[src/rtl/axis_tok_pkg.sv]
// Shared types and ASCII constants for the numeric tokenizer.
// Imported by the interface, the top and the bench.
package axis_tok_pkg;

    typedef enum logic [1:0] {
        NUM = 2'd0,
        SYM = 2'd1,
        EOL = 2'd2
    } tok_kind_t;

    typedef enum logic [1:0] {
        SCAN     = 2'd0,
        PEND_SYM = 2'd1,
        PEND_EOL = 2'd2
    } tok_state_t;

    localparam logic [7:0] ZERO    = 8'h30;
    localparam logic [7:0] NINE    = 8'h39;
    localparam logic [7:0] DOT     = 8'h2E;
    localparam logic [7:0] SPACE   = 8'h20;
    localparam logic [7:0] LF      = 8'h0A;
    localparam logic [7:0] CR      = 8'h0D;
    localparam logic [7:0] MAX_COL = 8'd255;

endpackage

[src/rtl/axis_num_tokenizer_if.sv]
// Byte-in / token-out stream bundle for axis_num_tokenizer, plus the FSM debug view.
// slave = tokenizer side, master = source/sink side.
interface axis_num_tokenizer_if;
    import axis_tok_pkg::*;

    // Both streams: a beat transfers on a rising edge where valid && ready; the
    // sender holds valid and payload stable until then, ready may change freely.
    logic        tvalid_rx;
    logic        tready_rx;
    logic [7:0]  tdata_rx;
    logic        tlast_rx;

    logic        tvalid_tx;
    logic        tready_tx;
    logic [31:0] tdata_tx;
    logic [1:0]  tkind_tx;
    logic [7:0]  tcol_tx;
    logic        tlast_tx;

    tok_state_t  dbg_state;

    modport slave (
        input  tvalid_rx, tdata_rx, tlast_rx, tready_tx,
        output tready_rx, tvalid_tx, tdata_tx, tkind_tx, tcol_tx, tlast_tx, dbg_state
    );

    modport master (
        output tvalid_rx, tdata_rx, tlast_rx, tready_tx,
        input  tready_rx, tvalid_tx, tdata_tx, tkind_tx, tcol_tx, tlast_tx, dbg_state
    );

endinterface

[src/rtl/tok_dec_acc.sv]
// Saturating decimal accumulator: acc <= min(acc*10 + digit, 0xFFFFFFFF).
// clr has priority over load; acc_next exposes the would-be value combinationally.
module tok_dec_acc (
    input  logic        clk,
    input  logic        rst,
    input  logic        clr,
    input  logic        load,
    input  logic [3:0]  digit,
    output logic [31:0] acc,
    output logic [31:0] acc_next
);

    logic [35:0] prod;

    // 36 bits hold 0xFFFFFFFF*10+9 without overflow, so the top nibble flags saturation.
    assign prod     = ({4'd0, acc} * 36'd10) + {32'd0, digit};
    assign acc_next = (|prod[35:32]) ? 32'hFFFF_FFFF : prod[31:0];

    always_ff @(posedge clk or negedge rst) begin
        if (!rst) begin
            acc <= 32'd0;
        end else if (clr) begin
            acc <= 32'd0;
        end else if (load) begin
            acc <= acc_next;
        end
    end

endmodule

[src/rtl/axis_num_tokenizer.sv]
// ASCII line tokenizer: emits NUM / SYM / EOL tokens from a byte stream.
// Optional macro AXIS_TOK_SYM_EN turns symbol bytes into SYM tokens.
module axis_num_tokenizer
    import axis_tok_pkg::*;
(
    input  logic                clk,
    input  logic                rst,
    axis_num_tokenizer_if.slave bus
);

    tok_state_t  state, state_nx;
    logic [7:0]  col, col_inc, num_col, eol_len;
    logic        num_active, pend_eol;
    logic [31:0] acc, acc_next;

    logic        out_vld;
    logic [31:0] out_data;
    tok_kind_t   out_kind;
    logic [7:0]  out_col;

    logic        ld;
    logic [31:0] ld_data;
    tok_kind_t   ld_kind;
    logic [7:0]  ld_col;

    logic        byte_acc, out_take, is_digit, is_sep, is_sym, emit_num;
    logic [7:0]  b;

`ifdef AXIS_TOK_SYM_EN
    logic [7:0]  sym_byte, sym_col;
`endif

    assign b             = bus.tdata_rx;
    assign out_take      = out_vld && bus.tready_tx;
    assign bus.tready_rx = rst && (state == SCAN) && (!out_vld || bus.tready_tx);
    assign byte_acc      = bus.tvalid_rx && bus.tready_rx;

    assign col_inc  = (col == MAX_COL) ? MAX_COL : col + 8'd1;
    assign is_digit = (b >= ZERO) && (b <= NINE);
    assign is_sep   = (b == DOT) || (b == SPACE) || (b == LF) || (b == CR);
`ifdef AXIS_TOK_SYM_EN
    assign is_sym   = !is_digit && !is_sep;
`else
    assign is_sym   = 1'b0;
`endif
    // A digit carrying tlast closes its own number, so NUM then EOL follow.
    assign emit_num = (num_active && !is_digit) || (is_digit && bus.tlast_rx);

    tok_dec_acc u_acc (
        .clk      (clk),
        .rst      (rst),
        .clr      (byte_acc && emit_num),
        .load     (byte_acc && is_digit && !emit_num),
        .digit    (b[3:0]),
        .acc      (acc),
        .acc_next (acc_next)
    );

    always_comb begin
        ld       = 1'b0;
        ld_data  = 32'd0;
        ld_kind  = NUM;
        ld_col   = 8'd0;
        state_nx = state;
        case (state)
            SCAN: begin
                if (byte_acc) begin
                    if (emit_num) begin
                        ld       = 1'b1;
                        ld_kind  = NUM;
                        ld_data  = is_digit ? acc_next : acc;
                        ld_col   = num_active ? num_col : col;
                        state_nx = is_sym ? PEND_SYM : (bus.tlast_rx ? PEND_EOL : SCAN);
                    end else if (is_sym) begin
                        ld       = 1'b1;
                        ld_kind  = SYM;
                        ld_data  = {24'd0, b};
                        ld_col   = col;
                        state_nx = bus.tlast_rx ? PEND_EOL : SCAN;
                    end else if (bus.tlast_rx) begin
                        ld       = 1'b1;
                        ld_kind  = EOL;
                        ld_col   = col_inc;
                    end
                end
            end
`ifdef AXIS_TOK_SYM_EN
            PEND_SYM: begin
                if (out_take) begin
                    ld       = 1'b1;
                    ld_kind  = SYM;
                    ld_data  = {24'd0, sym_byte};
                    ld_col   = sym_col;
                    state_nx = pend_eol ? PEND_EOL : SCAN;
                end
            end
`endif
            PEND_EOL: begin
                if (out_take) begin
                    ld       = 1'b1;
                    ld_kind  = EOL;
                    ld_col   = eol_len;
                    state_nx = SCAN;
                end
            end
            default: state_nx = SCAN;
        endcase
    end

    always_ff @(posedge clk or negedge rst) begin
        if (!rst) begin
            state      <= SCAN;
            col        <= 8'd0;
            num_active <= 1'b0;
            num_col    <= 8'd0;
            pend_eol   <= 1'b0;
            eol_len    <= 8'd0;
            out_vld    <= 1'b0;
            out_data   <= 32'd0;
            out_kind   <= NUM;
            out_col    <= 8'd0;
        end else begin
            state <= state_nx;
            if (ld) begin
                out_vld  <= 1'b1;
                out_data <= ld_data;
                out_kind <= ld_kind;
                out_col  <= ld_col;
            end else if (out_take) begin
                out_vld  <= 1'b0;
            end
            if (byte_acc) begin
                col        <= bus.tlast_rx ? 8'd0 : col_inc;
                num_active <= is_digit && !emit_num;
                if (is_digit && !num_active) num_col <= col;
                pend_eol   <= bus.tlast_rx;
                eol_len    <= col_inc;
            end
        end
    end

`ifdef AXIS_TOK_SYM_EN
    always_ff @(posedge clk or negedge rst) begin
        if (!rst) begin
            sym_byte <= 8'd0;
            sym_col  <= 8'd0;
        end else if (byte_acc) begin
            sym_byte <= b;
            sym_col  <= col;
        end
    end
`endif

    assign bus.tvalid_tx = out_vld;
    assign bus.tdata_tx  = out_data;
    assign bus.tkind_tx  = out_kind;
    assign bus.tcol_tx   = out_col;
    assign bus.tlast_tx  = (out_kind == EOL);
    assign bus.dbg_state = state;

endmodule

[src/flat_wrapper.sv]
// flat-port wrapper written by rule: the top's interface ports become plain ports
module axis_num_tokenizer_flat import axis_tok_pkg::*;
  (clk, rst, bus_tvalid_rx, bus_tdata_rx, bus_tlast_rx, bus_tready_tx, bus_tready_rx, bus_tvalid_tx, bus_tdata_tx, bus_tkind_tx, bus_tcol_tx, bus_tlast_tx, bus_dbg_state);
  axis_num_tokenizer_if bus_i ();
  input  logic clk;
  input  logic rst;
  input wire logic [$bits(bus_i.tvalid_rx)-1:0] bus_tvalid_rx;
  input wire logic [$bits(bus_i.tdata_rx)-1:0] bus_tdata_rx;
  input wire logic [$bits(bus_i.tlast_rx)-1:0] bus_tlast_rx;
  input wire logic [$bits(bus_i.tready_tx)-1:0] bus_tready_tx;
  output wire logic [$bits(bus_i.tready_rx)-1:0] bus_tready_rx;
  output wire logic [$bits(bus_i.tvalid_tx)-1:0] bus_tvalid_tx;
  output wire logic [$bits(bus_i.tdata_tx)-1:0] bus_tdata_tx;
  output wire logic [$bits(bus_i.tkind_tx)-1:0] bus_tkind_tx;
  output wire logic [$bits(bus_i.tcol_tx)-1:0] bus_tcol_tx;
  output wire logic [$bits(bus_i.tlast_tx)-1:0] bus_tlast_tx;
  output wire logic [$bits(bus_i.dbg_state)-1:0] bus_dbg_state;
  assign bus_i.tvalid_rx = bus_tvalid_rx;
  assign bus_i.tdata_rx = bus_tdata_rx;
  assign bus_i.tlast_rx = bus_tlast_rx;
  assign bus_i.tready_tx = bus_tready_tx;
  assign bus_tready_rx = bus_i.tready_rx;
  assign bus_tvalid_tx = bus_i.tvalid_tx;
  assign bus_tdata_tx = bus_i.tdata_tx;
  assign bus_tkind_tx = bus_i.tkind_tx;
  assign bus_tcol_tx = bus_i.tcol_tx;
  assign bus_tlast_tx = bus_i.tlast_tx;
  assign bus_dbg_state = bus_i.dbg_state;
  axis_num_tokenizer u_core (.clk(clk), .rst(rst), .bus(bus_i));
endmodule
[config.mk]
export PLATFORM = sky130hd
export DESIGN_NAME = axis_num_tokenizer_flat
export DESIGN_NICKNAME = d
export VERILOG_FILES = /design/src/rtl/axis_tok_pkg.sv /design/src/rtl/axis_num_tokenizer_if.sv /design/src/rtl/tok_dec_acc.sv /design/src/rtl/axis_num_tokenizer.sv /design/src/flat_wrapper.sv
export SDC_FILE = /design/constraint.sdc
export NUM_CORES = 1
export LEC_CHECK = 0
export ABC_AREA = 1
export CORE_UTILIZATION = 42
export DETAILED_ROUTE_END_ITERATION = 10
export GPL_TIMING_DRIVEN = 0
export PLACE_DENSITY = 0.59
export SYNTH_ARGS = -nofsm -noshare
export SYNTH_HDL_FRONTEND = slang
export SYNTH_SLANG_ARGS = --single-unit
[constraint.sdc]
create_clock -name clk -period 3.9 [get_ports clk]
set_input_delay 0.78 -clock clk [delete_from_list [all_inputs] [get_ports clk]]
set_output_delay 0.78 -clock clk [all_outputs]
set_load 0.03 [all_outputs]
==> out/summary.txt, run 1 <==
Critical Path End Type -> flip-flop
top post-synthesis cells by count -> 518 x nand2_1, 211 x inv_1, 106 x nor2_1, 103 x nand3_1, 100 x dfrtp_1
Synth top area share -> 0.2838
WL final -> 27260 µm
grt peak-use layer -> met2
Yosys reg bits -> 100
CTS tree -> built
Root Buffer -> clkbuf_16
Req. time, crit path -> 4.13 ns
run status -> complete, no violations
DR iter-0 viols -> 538
Placed Area -> 9746 µm²
most common flop cell mapped by yosys -> dfrtp_1
Leak -> 0.005449 µW
I/O pin cnt -> 60
Min Hold Slack -> 0.3745 ns
Syn Inst Count -> 1417
Core ar. -> 20430 µm²
Post-Layout Inst Area -> 10560 µm²
final net count -> 1588
H-tree depth -> 3
most frequent cell after synthesis -> nand2_1
CTS clk-pin slew, worst paths -> 0.07 ns
number of routed nets with antenna violations -> 0
antenna cell count -> 0
number of fill cells in the layout -> 2149
met1 usage -> 0.3563
pwr/cell area -> 1002 nW/µm²
Yosys cell types -> 35
final setup skew -> 0.01077 ns
Sink Count -> 100
Final min period -> 3.705 ns
vias -> 9144
worst r2r src -> u_core.u_acc.acc[3]
Horiz. Die Dim -> 146.9 µm
average size of a mapped cell -> 6.223 µm²
die footprint -> 21580 µm²
drt wl/cell -> 15.28 µm
vias in the first global route -> 8544
Post-Synth Simple-Gate Area -> 0.3821
EDFF count, synth -> 0
Post-Synth XOR/XNOR Area -> 0.02880
CTS Buf Count -> 9
Critical Path Source Type -> flip-flop
die height -> 146.9 µm
Slew Limit Headroom -> 0.3285
initial antenna violation count -> 0
routing usage on met2 -> 0.4242
YS warnings -> 0
final-report hold violation count -> 0
worst min path class -> in2async
Final period util -> 0.9501
mux share of post-synthesis cell area -> 0
# setup viols final -> 0
Reg2Reg Depth -> 24
f_max -> 269.9 MHz
compound-cell area share of the yosys netlist -> 0.08839
DRC Markers -> 0
share of layout cells above drive strength 1 -> 0.09841
Post-Syn Area -> 8818 µm²
crit path max fanout -> 10
largest net degree at the start of global routing -> 71
Total GRT Usage -> 0.2585
1st-pass router iterations -> 5
async set-reset flop share out of synthesis -> 1.000
met3 usage -> 0.02795
Via density -> 5.126
P&R area growth vs syn -> 19.71%
Max VDD drop -> 0.4334 mV
Arrival @ worst endpoint -> 3.94 ns
initial core utilization -> 0.4317
most area-consuming cells after synthesis -> dfrtp_1 28%, nand2_1 22%, ha_1 9.1%
port bufs -> 56
final count of pins violating max slew -> 0
Least-Margin Pin Slew -> 0.9996 ns
sequential share of the synthesized area -> 0.2838
adder-cell share of the synthesized area -> 0.09535
critical path class -> reg2reg
combinational family with the most area after synthesis -> simple AND/OR/NAND/NOR gates
total grt overflow -> 0
max cap viols -> 0
Critical Path Start -> u_core.u_acc.acc[3]
cell accounting for the most synthesized area -> dfrtp_1
Clk Latency, worst-skew pair -> 0.34 ns
row count -> 52
Clock Tree Buf Depth -> 2
Final HPWL DP -> 21550 µm
GPL Wtd Cong -> 0.9053
first-pass GRT wire length -> 43840 µm
[state kept, by name, summed over array words and instances, names as in the netlist]
signal / cells
u_core.bus.dbg_state: 1
u_core.bus.tcol_tx: 8
u_core.bus.tdata_tx: 32
u_core.bus.tkind_tx: 1
u_core.bus.tvalid_tx: 1
u_core.col: 8
u_core.eol_len: 8
u_core.num_active: 1
u_core.num_col: 8
u_core.u_acc.acc: 32
[cell usage in the layout (no fill, tap or decap), types with 4 or more instances in the layout]
cell type / n
a21oi_1: 58
and2_1: 4
buf_4: 30
buf_6: 6
clkbuf_1: 26
clkbuf_16: 9
clkdlybuf4s50_1: 54
clkinv_1: 4
dfrtp_1: 99
ha_1: 57
ha_2: 5
inv_1: 210
inv_2: 13
nand2_1: 506
nand2_2: 20
nand3_1: 96
nand3_2: 9
nand4_1: 43
nor2_1: 86
nor2_2: 18
nor2_4: 11
nor3_1: 6
o21ai_0: 37
o21ai_1: 29
o22ai_1: 11
xnor2_1: 5
xor2_1: 23
[stage by stage]
step                TNS (ns)  power, µW  instances  setup WS (ns)  utilization
floorplan                  0       6933       1418         0.4935            -
global placement     -508.01       8807       1744         -3.571       0.4758
detailed placement    -40.87       8900       1745        -0.7211       0.4770
CTS                        0      10210       1779       0.004481       0.5040
global route         -0.6777      11630       1784       -0.04045       0.5167
finish                     0      10580       1784         0.1947       0.5167
[report_power, final]
| group | internal [µW] | switching, µW | leakage, µW |
|---|---|---|---|
| registers | 1340 | 340 | 0.00133 |
| clock network | 629 | 385 | 0.000157 |
| logic | 2720 | 5160 | 0.00396 |
| total | 4690 | 5890 | 0.00545 |
[layout make-up]
type | instances | area (µm²) | share of cell area
flip-flops and latches | 100 | 2504 | 0.2372
multi-input cells | 1050 | 5500 | 0.5210
clock inverters | 4 | 97.59 | 0.009245
clock buffers | 12 | 236.5 | 0.02240
well taps | 270 | 337.8 | 0.03200
inverters | 227 | 852.1 | 0.08072
repair buffers | 80 | 785.8 | 0.07443
plain buffers | 41 | 242.7 | 0.02299
[per-layer routing]
metal,routed length [µm],up-vias
met3,1111,38
li1,-,4647
met5,0,-
met1,12890,4221
met4,736,0
met2,12520,238
[what timing repair did]
item                       in CTS  in global routing
setup endpoints to repair      64                 65
hold buffers                    0                  0
pin swaps                      10                 13
gates resized for setup        17                 61
setup buffers                  18                  5
[critical path, stage by stage (launching register included)]
cell,delay (ns)
dfrtp_2,0.46
ha_4,0.30
ha_4,0.17
inv_1,0.06
fa_2,0.46
nor2_4,0.14
nand3_1,0.09
nand2_2,0.12
inv_1,0.08
nor2_4,0.13
nand3_2,0.13
inv_1,0.09
nand2_1,0.07
nor2_2,0.15
nand2_2,0.12
nor2_2,0.16
nand2_1,0.06
nand2_1,0.07
nand2_2,0.06
nor2_4,0.10
buf_12,0.15
buf_6,0.15
nand4_1,0.12
nand2_2,0.12
nand2_1,0.05
[kinds of logic after synthesis]
family | count (synthesis)
fa+ha+maj | 66
flops | 100
buf+inv | 268
simple gates | 806
compound gates | 147
other cells | 1
xor+xnor | 29
[final timing paths]
path | slack, ns | endpoint
worst max register to register | 0.19 | u_core.bus.tdata_tx[5]
worst min-delay path | 0.37 | u_core.bus.tcol_tx[3]
worst min register to register | 0.48 | u_core.bus.tcol_tx[4]
max in group asynchronous | 2.81 | u_core.u_acc.acc[3]
min in group clk | 0.48 | u_core.bus.tcol_tx[4]
worst max-delay path | 0.19 | u_core.bus.tdata_tx[5]
No activity file was read; power rests on OpenSTA's default activity.
==> run 2, diff against run 1 <==
--- a/config.mk
+++ b/config.mk
@@ -6,10 +6,12 @@
 export NUM_CORES = 1
 export LEC_CHECK = 0
 export ABC_AREA = 1
-export CORE_UTILIZATION = 42
+export CORE_MARGIN = 2
+export CORE_UTILIZATION = 55
 export DETAILED_ROUTE_END_ITERATION = 10
 export GPL_TIMING_DRIVEN = 0
-export PLACE_DENSITY = 0.59
+export PLACE_DENSITY = 0.74
+export RECOVER_POWER = 50
 export SYNTH_ARGS = -nofsm -noshare
 export SYNTH_HDL_FRONTEND = slang
 export SYNTH_SLANG_ARGS = --single-unit
==> out/summary.txt, run 2 (synthesized netlist as in run 1, its figures left out) <==
Reg2Reg Capture Point -> u_core.bus.tdata_tx[1]
Min Hold Slack -> 0.4589 ns (+0.08447 ns)
crit path max fanout -> 10 (unchanged)
total grt overflow -> 0 (unchanged)
Critical Path End Type -> flip-flop
worst-path cell chain -> clkdlybuf4s50_1, ha_2, inv_1, fa_2, nor2_2, o21ai_1, nor2_1, nand3_1, nor2_2, nand3_2, nor2_4, nand3_4, nor2_4, nand2_1, nand2_1, nand2_1, nor2_4, buf_12, buf_6, nand4_1, nand2_1, nand2_1
Placed Area -> 9678 µm² (-0.69%)
vias in the first global route -> 8860 (+3.7%)
CP max stage delay -> 0.48 ns (+0.02 ns)
final count of pins violating max slew -> 0 (unchanged)
largest net degree at the start of global routing -> 55 (-23%)
row count -> 46 (-12%)
Req. time, crit path -> 4.14 ns (about the same)
# setup viols final -> 0 (unchanged)
Final min period -> 3.715 ns (+0.009250 ns)
Root Buffer -> clkbuf_16
cell mode on critical path -> nand2_1
Post-Layout Inst Area -> 10470 µm² (-0.79%)
final-report hold violation count -> 0 (unchanged)
first-pass GRT wire length -> 42400 µm (-3.3%)
Final period util -> 0.9524 (+0.002372)
DR iter-0 viols -> 900 (+67%)
number of fill cells in the layout -> 1502 (-30%)
CTS clk-pin slew, worst paths -> 0.08 ns (about the same)
RSZ-0062 raised after global routing -> true
antenna cell count -> 0 (unchanged)
worst min path class -> in2async
r2r setup slk -> 0.19 ns (about the same)
die height -> 130.6 µm (-11%)
1st-pass router iterations -> 5 (unchanged)
max cap viols -> 0 (unchanged)
leading cell type in the layout, fill and taps excluded -> nand2_1
f_max -> 269.2 MHz (-0.25%)
final setup skew -> 0.01188 ns (+0.001109 ns)
GPL Wtd Cong -> 0.9259 (+2.3%)
Slowest cell on crit path -> clkdlybuf4s50_1
CTS Hold Bufs -> 0 (unchanged)
worst r2r src -> u_core.u_acc.acc[10]
initial core utilization -> 0.5592 (+0.1275)
Least-Margin Pin Slew -> 0.6690 ns (-0.3305 ns)
final cell count without fillers -> 1733 (-2.9%)
initial antenna violation count -> 0 (unchanged)
CTS tree -> built
Final HPWL DP -> 20330 µm (-5.7%)
Reg2Reg Depth -> 24 (unchanged)
number of routed nets with antenna violations -> 0 (unchanged)
Slew Limit Headroom -> 0.5540 (+0.2255)
Clock Tree Buf Depth -> 2 (unchanged)
Clk Latency, worst-skew pair -> 0.35 ns (about the same)
port bufs -> 56 (unchanged)
Arrival @ worst endpoint -> 3.96 ns (+0.02 ns)
Total GRT Usage -> 0.3166 (+0.05806)
vias -> 9434 (+3.2%)
Horiz. Die Dim -> 130.6 µm (-11%)
P&R area growth vs syn -> 18.76%
run status -> complete, no violations
H-tree depth -> 3 (unchanged)
WL final -> 26280 µm (-3.6%)
Sink Count -> 100 (unchanged)
die footprint -> 17060 µm² (-21%)
CTS Buf Count -> 9 (unchanged)
share of layout cells above drive strength 1 -> 0.09426 (-0.004150)
drt wl/cell -> 15.17 µm (-0.76%)
Critical Path Source Type -> input pin
final net count -> 1591 (+0.19%)
placed cell count -> 1691 (-3.1%)
Core ar. -> 15770 µm² (-23%)
Via density -> 5.444 (+6.2%)
I/O pin cnt -> 60 (unchanged)
critical path class -> in2reg
DRC Markers -> 0 (unchanged)
most frequent cells in the layout -> 508 x nand2_1, 210 x inv_1, 99 x dfrtp_1
setup TNS -> 0 ns (unchanged)
## run 2: changes by cell type in the layout (fill, tap and decap cells not counted), sizes merged, moves of 2 or more
cell           before  now
inv               223  227
bufinv              3    1
buf                43   46
clkdlybuf4s50      54   35
clkinv              4    6
clkbuf             35   32
dlygate4sd3         0   20
## run 2: worst max-delay path by stage
stage               slack (ns)           startpoint  depth (start not counted)                      to
floorplan                 0.49  u_core.u_acc.acc[1]                         21     u_core.u_acc.acc[2]
global placement         -3.47                  rst                          9     u_core.u_acc.acc[1]
detailed placement       -0.68      bus_tdata_rx[1]                         21     u_core.u_acc.acc[4]
CTS                      0.006  u_core.u_acc.acc[1]                         25  u_core.bus.tdata_tx[3]
global route             -0.03  u_core.u_acc.acc[1]                         22  u_core.bus.tdata_tx[3]
finish                    0.19      bus_tdata_rx[1]                         22  u_core.bus.tdata_tx[1]
## run 2: layout make-up
class | instances | area (µm²) | area share
multi-input combinational | 1050 | 5492 | 0.5244
tap | 216 | 270.3 | 0.02581
clock inverter | 7 | 81.33 | 0.007766
buffer | 41 | 242.7 | 0.02318
sequential | 100 | 2504 | 0.2391
timing repair buffer | 83 | 805.8 | 0.07694
clock buffer | 9 | 225.2 | 0.02151
inverter | 227 | 852.1 | 0.08136
## run 2: layer usage
layer / global-route usage / routed length (µm) / vias up
li1: - / - / 4660
met1: 0.4266 / 11520 / 4315
met2: 0.5294 / 11980 / 383
met3: 0.04112 / 1794 / 76
met4: 0.1051 / 991 / 0
met5: 0 / 0 / -
## run 2: timing repair
item	4_1_cts	5_1_grt
endpoints found under the setup margin	64	64
gates resized for setup	13	57
buffers inserted	18	8
pin swaps	9	14
## run 2: critical path: cells and delay by family
family / cells / cell delay (ns)
simple gates: 15 / 1.68
fa+ha+maj: 2 / 0.54
buf+inv: 4 / 0.85
compound gates: 1 / 0.09
## run 2: stage by stage
stage	setup WS, ns	utilization
2_1_floorplan	0.4935	-
3_3_place_gp	-3.471	0.6121
3_5_place_dp	-0.6794	0.6137
4_1_cts	0.006224	0.6460
5_1_grt	-0.02638	0.6641
6_report	0.1855	0.6641
Power of run 2 is not shown: default switching activity piles up to over one toggle a cycle in this logic, so the estimate is an artifact.
==> run 3, diff against run 2 <==
--- a/config.mk
+++ b/config.mk
@@ -5,12 +5,11 @@
 export SDC_FILE = /design/constraint.sdc
 export NUM_CORES = 1
 export LEC_CHECK = 0
-export ABC_AREA = 1
 export CORE_MARGIN = 2
 export CORE_UTILIZATION = 55
 export DETAILED_ROUTE_END_ITERATION = 10
 export GPL_TIMING_DRIVEN = 0
-export PLACE_DENSITY = 0.74
+export PLACE_DENSITY = 0.75
 export RECOVER_POWER = 50
 export SYNTH_ARGS = -nofsm -noshare
 export SYNTH_HDL_FRONTEND = slang
==> out/summary.txt, run 3 <==
Yosys reg bits -> 100 (unchanged)
Final HPWL DP -> 16500 µm (-19%)
average size of a mapped cell -> 9.285 µm² (+49%)
Net Sw Power -> 1088 µW
die footprint -> 14870 µm² (-13%)
Clock Tree Buf Depth -> 2 (unchanged)
row count -> 43 (-6.5%)
# setup viols final -> 64 (+64)
Root Buffer -> clkbuf_16
H-tree depth -> 3 (unchanged)
violated checks -> setup timing
number of fill cells in the layout -> 903 (-40%)
met3 usage -> 0.06367 (+0.02255)
Seq pwr share -> 0.406
total grt overflow -> 0 (unchanged)
max cap viols -> 0 (unchanged)
Max VDD drop -> 0.2178 mV
async set-reset flop share out of synthesis -> 1.000 (unchanged)
routing usage on met2 -> 0.5684 (+0.03902)
Clk Latency, worst-skew pair -> 0.36 ns (about the same)
switch share -> 0.3537
CTS clk-pin slew, worst paths -> 0.07 ns (about the same)
cell accounting for the most synthesized area -> dfrtp_1
P&R area growth vs syn -> 37.33%
Total GRT Usage -> 0.3363 (+0.01978)
met1 usage -> 0.4352 (+0.008629)
worst min path class -> in2async
Least-Margin Pin Slew -> 1.375 ns (+0.7064 ns)
Core ar. -> 13720 µm² (-13%)
Worst Path Buf+Inv -> 2 (-2)
I/O pin cnt -> 60 (unchanged)
final-report hold violation count -> 0 (unchanged)
most common flop cell mapped by yosys -> dfrtp_1
final count of pins violating max slew -> 0 (unchanged)
leading cell type in the layout, fill and taps excluded -> dfrtp_1
Yosys cell types -> 74 (+110%)
Arrival @ worst endpoint -> 4.87 ns (+0.91 ns)
combinational share of power -> 0.309
GPL Wtd Cong -> 0.9535 (+3.0%)
DR iter-0 viols -> 891 (-1.0%)
pre-CTS WS -> -1.355 ns (-0.6760 ns)
most frequent cell after synthesis -> dfrtp_1
DRC Markers -> 0 (unchanged)
Sink Count -> 100 (unchanged)
RSZ-0062 raised after global routing -> true
port bufs -> 56 (unchanged)
vias -> 7755 (-18%)
Slowest cell on crit path -> dfrtp_2
Critical Path End Type -> flip-flop
WL final -> 25810 µm (-1.8%)
crit path max fanout -> 7 (-3)
die height -> 121.9 µm (-6.6%)
CP max stage delay -> 0.46 ns (-0.02 ns)
number of routed nets with antenna violations -> 0 (unchanged)
CTS Buf Count -> 9 (unchanged)
most frequent cells in the layout -> 93 x dfrtp_1, 84 x nand2_1, 73 x buf_4
top post-synthesis cells by count -> 100 x dfrtp_1, 88 x nand2_1, 64 x ha_1, 47 x nor2_1, 44 x clkbuf_1
critical path class -> reg2reg
placed cell count -> 1062 (-37%)
Pint -> 1989 µW
antenna cell count -> 0 (unchanged)
Req. time, crit path -> 4.12 ns (-0.02 ns)
Critical Path Source Type -> flip-flop
run status -> finished, violations left
setup TNS -> -40.81 ns (-40.81 ns)
initial antenna violation count -> 0 (unchanged)
worst-path cell chain -> ha_4, ha_4, inv_2, fa_2, nand2b_4, a21bo_4, a311oi_1, a221o_1, nand3_2, nor4_4, nand3_2, nor4_4, mux2_4, o41a_4, buf_6, a221o_1
drt wl/cell -> 22.50 µm (+48%)
Slew Limit Headroom -> 0.07602 (-0.4780)
1st-pass router iterations -> 5 (unchanged)
vias in the first global route -> 7708 (-13%)
f_max -> 215.2 MHz (-20%)
CTS Hold Bufs -> 0 (unchanged)
final setup skew -> 0.007803 ns (-0.004077 ns)
largest net degree at the start of global routing -> 60 (+9.1%)
Synth top area share -> 0.3271 (+0.04330)
final net count -> 1041 (-35%)
EDFF count, synth -> 0 (unchanged)
Horiz. Die Dim -> 121.9 µm (-6.6%)
CTS tree -> built
Via density -> 6.761 (+24%)
crit-path leading delay family -> compound AO/OA/AOI/OAI gates
Leak -> 0.004616 µW
Final min period -> 4.646 ns (+0.9317 ns)
first-pass GRT wire length -> 39430 µm (-7.0%)
Syn Inst Count -> 824 (-42%)
pwr/cell area -> 292.8 nW/µm²
initial core utilization -> 0.5577 (-0.001504)
Final period util -> 1.191 (+0.2389)
most area-consuming cells after synthesis -> dfrtp_1 33%, ha_1 10%, a221o_1 4.3%
Post-Syn Area -> 7651 µm² (-13%)
Final WS setup -> -0.7462 ns (-0.9317 ns)
share of layout cells above drive strength 1 -> 0.2854 (+0.1912)
grt peak-use layer -> met2
sequential share of the synthesized area -> 0.3271 (+0.04330)
final cell count without fillers -> 1147 (-34%)
YS warnings -> 0 (unchanged)
clock power share -> 0.285
-- run 3: worst register-to-register path: stages (launching register included) --
cell,delay [ns]
dfrtp_2,0.46
ha_4,0.29
ha_4,0.13
inv_2,0.04
fa_2,0.35
nand2b_4,0.18
a21bo_4,0.26
a311oi_1,0.31
a221o_1,0.25
nand3_2,0.16
nor4_4,0.38
nand3_2,0.17
nor4_4,0.27
mux2_4,0.35
o41a_4,0.46
buf_6,0.17
a221o_1,0.30
-- run 3: routing by layer --
metal | up-vias | wire, µm
li1 | 3439 | -
met1 | 3821 | 10300
met2 | 427 | 12940
met3 | 68 | 1989
met4 | 0 | 576
met5 | - | 0
-- run 3: kinds of logic after synthesis --
group	after synthesis	share of synthesized area
AO/OA/AOI/OAI	282	0.2844
AND/OR/NAND/NOR	226	0.1487
flip-flops	100	0.3271
buffers and inverters	78	0.04154
adder cells (fa/ha/maj)	66	0.1099
XOR/XNOR	52	0.05953
multiplexers	19	0.02845
other	1	0.0004901
-- run 3: through the flow --
stage | power (µW) | area [µm²] | utilization | hold slack (ns)
finish | 3077 | 10510 | 0.7659 | 0.3416
global route | 3204 | 10510 | 0.7659 | 0.3609
floorplan | 1772 | 7830 | - | 0.4446
detailed placement | 2074 | 8647 | 0.6303 | 0.4785
global placement | 2040 | 8616 | 0.6280 | 0.4621
CTS | 3019 | 10050 | 0.7325 | 0.4398
-- run 3: area by class of cell --
cell class / count / area [µm²] / share of cell area
Buffer: 50 / 322.8 / 0.03072
Clock buffer: 9 / 225.2 / 0.02143
Clock inverter: 7 / 56.30 / 0.005358
Inverter: 20 / 75.07 / 0.007145
Multi-Input combinational cell: 647 / 5888 / 0.5604
Sequential cell: 100 / 2511 / 0.2390
Tap cell: 180 / 225.2 / 0.02143
Timing Repair Buffer: 134 / 1204 / 0.1146
-- run 3: path summary, 6_finish.rpt --
kind	start	endpoint	slack, ns	cells after the start
worst max-delay path	u_core.u_acc.acc[3]	u_core.u_acc.acc[15]	-0.75	16
worst min-delay path	rst	u_core.bus.tcol_tx[1]	0.34	1
worst max register to register	u_core.u_acc.acc[3]	u_core.u_acc.acc[15]	-0.75	16
worst min register to register	u_core.eol_len[4]	u_core.eol_len[4]	0.50	2
max in group asynchronous	rst	u_core.u_acc.acc[7]	2.90	2
min in group clk	u_core.eol_len[4]	u_core.eol_len[4]	0.50	2
-- run 3: power by group through the flow --
stage	Sequential, µW	Clock (µW)	Combinational [µW]
after global placement	1250	0	788
after floorplan	1360	0	414
after detailed placement	1260	0	814
after CTS	1240	873	904
after global routing	1260	923	1020
final	1250	878	951
-- run 3: timing repair --
| item | 4_1_cts | 5_1_grt |
|---|---|---|
| setup buffers | 56 | 18 |
| setup endpoints to repair | 64 | 72 |
| gates cloned | 2 | 3 |
| gates resized for setup | 123 | 62 |
| pin swaps | 48 | 26 |
